<file path="src/rtl/cache_pkg.sv">
// Shared definitions for the cache line-fill controller: state encoding,
// geometry and address field positions.
package cache_pkg;

  typedef enum logic [1:0] {
    S_IDLE = 2'd0,
    S_FILL = 2'd1,
    S_WAIT = 2'd2,
    S_DONE = 2'd3
  } fill_state_t;

  localparam int BLOCK_WORDS = 8;
  localparam int NUM_BLOCKS  = 128;
  localparam int ADDR_W      = 16;
  localparam int DATA_W      = 16;

  localparam int TAG_MSB  = 15;
  localparam int TAG_LSB  = 11;
  localparam int IDX_MSB  = 10;
  localparam int IDX_LSB  = 4;
  localparam int WORD_MSB = 3;
  localparam int WORD_LSB = 1;

  localparam int WORD_BITS = WORD_MSB - WORD_LSB + 1;
  localparam int IDX_BITS  = IDX_MSB - IDX_LSB + 1;
  localparam int TAG_BITS  = TAG_MSB - TAG_LSB + 1;
  localparam int BASE_BITS = ADDR_W - IDX_LSB;

  localparam logic [WORD_BITS-1:0] LAST_WORD = 3'd7;

  // Tag array entry: valid bit, two reserved zero bits, then the address tag.
  function automatic logic [7:0] make_tag(input logic [TAG_BITS-1:0] tag);
    return {1'b1, 2'b00, tag};
  endfunction

endpackage

</file>
<file path="src/rtl/onehot_decoder.sv">
// Generic N-to-2^N one-hot decoder with an enable; output is all-zero
// when disabled.
module onehot_decoder #(
  parameter int N = 3
) (
  input  logic [N-1:0]      sel,
  input  logic              en,
  output logic [(1<<N)-1:0] onehot
);

  always_comb begin
    onehot = '0;
    if (en) onehot[sel] = 1'b1;
  end

endmodule

</file>
<file path="src/rtl/cache_fill_fsm.sv">
// Cache line-fill controller: on a miss, issues eight in-order word reads,
// writes each returned word into the data array, then writes the tag.
//
// state | meaning
// IDLE  | no fill; waiting for miss_detected
// FILL  | issuing word reads (one per cycle), also accepting returned words
// WAIT  | all reads issued; accepting remaining returned words
// DONE  | last word written; one-cycle tag write
module cache_fill_fsm
  import cache_pkg::*;
(
  input  logic         clk,
  input  logic         rst,
  input  logic         miss_detected,
  input  logic [15:0]  miss_address,
  input  logic [15:0]  memory_data,
  input  logic         memory_data_valid,
  output logic         fsm_busy,
  output logic         mem_en,
  output logic [15:0]  memory_address,
  output logic         data_we,
  output logic [7:0]   word_en,
  output logic [15:0]  data_out,
  output logic         tag_we,
  output logic [7:0]   tag_out,
  output logic [127:0] block_en
);

  fill_state_t          state_q, state_d;
  logic [BASE_BITS-1:0] base_q, base_d;
  logic [WORD_BITS-1:0] issue_q, issue_d;
  logic [WORD_BITS-1:0] recv_q, recv_d;

  logic word_dec_en;
  logic block_dec_en;

  // Byte offset bits of the miss address never influence a line fill.
  logic unused_byte_bits;
  assign unused_byte_bits = ^miss_address[WORD_MSB:0];

  always_ff @(posedge clk) begin
    if (!rst) begin
      state_q <= S_IDLE;
      base_q  <= '0;
      issue_q <= '0;
      recv_q  <= '0;
    end else begin
      state_q <= state_d;
      base_q  <= base_d;
      issue_q <= issue_d;
      recv_q  <= recv_d;
    end
  end

  always_comb begin
    state_d = state_q;
    base_d  = base_q;
    issue_d = issue_q;
    recv_d  = recv_q;
    case (state_q)
      S_IDLE: begin
        if (miss_detected) begin
          base_d  = miss_address[ADDR_W-1:IDX_LSB];
          issue_d = '0;
          recv_d  = '0;
          state_d = S_FILL;
        end
      end
      S_FILL: begin
        if (issue_q != LAST_WORD) issue_d = issue_q + 3'd1;
        else                      state_d = S_WAIT;
        // Last returned word wins over the FILL->WAIT move (zero-latency memory).
        if (memory_data_valid) begin
          if (recv_q != LAST_WORD) recv_d = recv_q + 3'd1;
          else                     state_d = S_DONE;
        end
      end
      S_WAIT: begin
        if (memory_data_valid) begin
          if (recv_q != LAST_WORD) recv_d = recv_q + 3'd1;
          else                     state_d = S_DONE;
        end
      end
      S_DONE: begin
        state_d = S_IDLE;
      end
      default: begin
        state_d = S_IDLE;
      end
    endcase
  end

  // Strobes are gated by rst so nothing fires while reset is held.
  always_comb begin
    mem_en       = 1'b0;
    data_we      = 1'b0;
    tag_we       = 1'b0;
    fsm_busy     = 1'b0;
    block_dec_en = 1'b0;
    if (rst) begin
      fsm_busy     = (state_q != S_IDLE) || miss_detected;
      mem_en       = (state_q == S_FILL);
      data_we      = ((state_q == S_FILL) || (state_q == S_WAIT)) && memory_data_valid;
      tag_we       = (state_q == S_DONE);
      block_dec_en = (state_q != S_IDLE);
    end
    word_dec_en    = data_we;
    memory_address = {base_q, issue_q, 1'b0};
    data_out       = memory_data;
    tag_out        = make_tag(base_q[BASE_BITS-1 -: TAG_BITS]);
  end

  onehot_decoder #(.N(WORD_BITS)) u_word_dec (
    .sel    (recv_q),
    .en     (word_dec_en),
    .onehot (word_en)
  );

  onehot_decoder #(.N(IDX_BITS)) u_block_dec (
    .sel    (base_q[IDX_BITS-1:0]),
    .en     (block_dec_en),
    .onehot (block_en)
  );

endmodule

</file>
<file path="config.mk">
export PLATFORM = sky130hd
export DESIGN_NAME = cache_fill_fsm
export DESIGN_NICKNAME = d
export VERILOG_FILES = /design/src/rtl/cache_pkg.sv /design/src/rtl/onehot_decoder.sv /design/src/rtl/cache_fill_fsm.sv
export SDC_FILE = /design/constraint.sdc
export NUM_CORES = 1
export LEC_CHECK = 0
export BUFFER_PORTS_ARGS = -buffer_cell sky130_fd_sc_hd__buf_2
export CORE_MARGIN = 2
export CORE_UTILIZATION = 33
export DETAILED_ROUTE_END_ITERATION = 7
export HOLD_SLACK_MARGIN = 0.05
export PLACE_DENSITY = 0.78
export REMOVE_ABC_BUFFERS = 1
export SYNTH_ARGS = -nofsm -noshare
export SYNTH_HDL_FRONTEND = slang
export SYNTH_HIERARCHICAL = 1
export SYNTH_SLANG_ARGS = --single-unit
</file>
<file path="constraint.sdc">
create_clock -name clk -period 2.5 [get_ports clk]
set_clock_uncertainty 0.1 [all_clocks]
set_input_delay 0.5 -clock clk [delete_from_list [all_inputs] [get_ports clk]]
set_output_delay 0.5 -clock clk [all_outputs]
set_load 0.05 [all_outputs]
</file>
==> metrics.txt <==
status=finished with violations; failing checks=setup timing; core box area=6390 sq um; CP Class=reg2out; Starting Density=34.1%; CP cell instances=inv_2 -> ha_4 -> nor2b_4 -> or4b_4 -> buf_6 -> nor2_2 -> buf_6; largest family of logic cells by synthesized area=simple AND/OR/NAND/NOR gates; DRT Wirelength=8.81 mm; most used cell, CP=buf_6; Fin. Hold Viols=0; Reg clk slew, reported paths=80 ps; Synth Flop Type=dfxtp_1; CTS tree=done; Synth warnings=6; Mapped Area=2180 sq um; antenna-violating nets left=0; total global-route track usage=22.2%; chip width=85.3 um; Required @ worst endpoint=1900 ps; clock buffer depth=2; pin count of the biggest net entering global routing=25; max-cap violations=0; register area share after synthesis=18.4%; DP Worst Slack=-27.2 ps; top-count cell post-synth=nor2_1; fin crit period=2520 ps; antenna violations before repair=0; Slowest cell on crit path=or4b_4; Layout Area Growth over Synthesis=61.7%; Power Dens Cells=272 nW/um^2; clk_lat worst skew=260 ps; Root Buffer Master=clkbuf_8; cell family with most CP delay=simple AND/OR/NAND/NOR gates; number of synthesized register bits=20; Via density=5.15; detailed placer's ending HPWL=6.09 mm; largest cells by area after synthesis=nor2_1 (21%), dfxtp_1 (18%), buf_4 (8.6%); worst vdd ir=0.000330 V; Mean Syn Cell Area=6.47 sq um; Setup Viol. Count Final=2; Slew Limit Fails=0; CP Data Arrival Time=1920 ps; Post-Synth Adder-Cell Area=4.59%; Post-Synth Simple-Gate Area=51.5%; Hold Crit Class=in2reg; port bufs=175; GRT Residual Overflow=0; CTS Buf Count=3; Cells after Synth=337; number of synthesized flops with an enable pin=0; most area-hungry cell type in the Yosys netlist=nor2_1; first-pass GRT wire length=13.0 mm; H-tree depth=1; Achievable Freq=397 MHz; crit-path max FO=8; DR DRC count=0; row count=29; asr flop ratio synth=0%; Worst path max stage delay=490 ps; fraction of layout cells with a size suffix above 1=50.5%; Initial DRC Count=145; vias in the first global route=2532; RSZ-0062 raised after global routing=yes; drt pass-1 iters=4; fin crit share=101%; Die Y-Extent=85.3 um; Leak=0.00167 uW; WL/cell=15.7 um; crit path buf inv count=3; via count=2896; io pins=216; Die Area=7270 sq um; Setup crit end kind=primary output; ant diodes=0; top cell type's share of synthesized area=21.0%; Setup WS post-layout=-21.6 ps; final non-filler cell total=562; dpl cells=555; synth unique cells=36; mux contribution to synthesized area=1.38%; clk sink count=20; Filler Cell Count=580; Worst Setup Start Kind=flop; nets@finish=530; synth cell count leaders=nor2_1 (122), nand2_1 (31), clkbuf_1 (27); setup TNS=-22.6 ps; xor/xnor share of the synthesized area=0%; routability cong.=0.782; post-synthesis compound-gate area fraction=8.21%
repair_timing:
action / in CTS / in global routing
hold buffers: 0 / 0
gates resized for setup: 56 / 141
buffers inserted: 2 / 1
endpoints found under the setup margin: 121 / 104
pin swaps: 2 / 1
through the flow:
stage / total power (uW) / area, sq um / utilization, % / hold WS, ps
after floorplan: 580 / 1860 / - / 445
after global placement: 673 / 2990 / 46.9 / 360
after detailed placement: 679 / 2990 / 46.9 / 375
after CTS: 949 / 3240 / 50.7 / 380
after global routing: 1010 / 3520 / 55.2 / 381
final: 959 / 3520 / 55.2 / 375
metal layers:
layer	vias to the layer above	GRT usage, %	part of all wire (%)
li1	1362	-	-
met1	1363	26.1	39
met2	159	40.1	50
met3	10	4.57	9.0
met4	2	5.63	1.2
met5	-	6.29	0.65
path summary, 6_finish.rpt:
kind,startpoint,end,slack (ps),cells past startpoint
setup / recovery,flop,block_en[96],-20,7
setup reg to reg,recv_q[0],recv_q[2],620,6
hold / removal,miss_address[10],base_q[6],370,3
hold reg to reg,base_q[7],base_q[7],380,2
power breakdown:
part / internal (uW) / switching, uW / total (uW) / leakage (uW)
combinational: 115 / 230 / 345 / 0.00147
sequential: 336 / 24.6 / 361 / 0.000165
clock: 140 / 112 / 253 / 0.0000288
registers in the layout, summed over array words and instances (netlist names), named ones only:
signal   cells
base_q      12
issue_q      3
recv_q       3
state_q      1
cells in the final DEF, fill, tap and decap left out, types with 2 or more instances in the layout:
cell	count
clkbuf_4	28
dfxtp_2	5
a21boi_0	14
dfxtp_1	15
inv_2	2
and4bb_2	3
buf_6	35
a21oi_1	3
nor3_1	7
mux2i_1	3
ha_1	7
nand2_1	31
buf_2	90
nor2b_1	8
clkbuf_8	4
nand4bb_1	8
conb_1	4
nand4b_1	8
or4b_4	5
buf_4	46
nand4_1	4
nand2b_1	6
nor2_1	109
and4b_2	3
nor2_2	12
and2_1	6
worst min-delay path: stages:
cell	delay, ps
buf_2	90
nand2_1	40
a21boi_0	60
logic make-up (layout without fill, tap and decap cells):
kind of cell	Yosys count	after routing
mux	3	3
buf+inv	60	206
flops	20	20
other cells	2	4
simple gates	221	221
fa+ha+maj	8	8
compound gates	23	23
area by class of cell:
class | count | area, sq um | area share (%)
flip-flops and latches | 20 | 407 | 11.5
repair buffers | 200 | 1420 | 40.1
multi-input cells | 259 | 1540 | 43.8
clock buffers | 4 | 55.1 | 1.56
well taps | 77 | 96.3 | 2.73
inverters | 2 | 7.51 | 0.213
(Power assumes the default switching activity.)
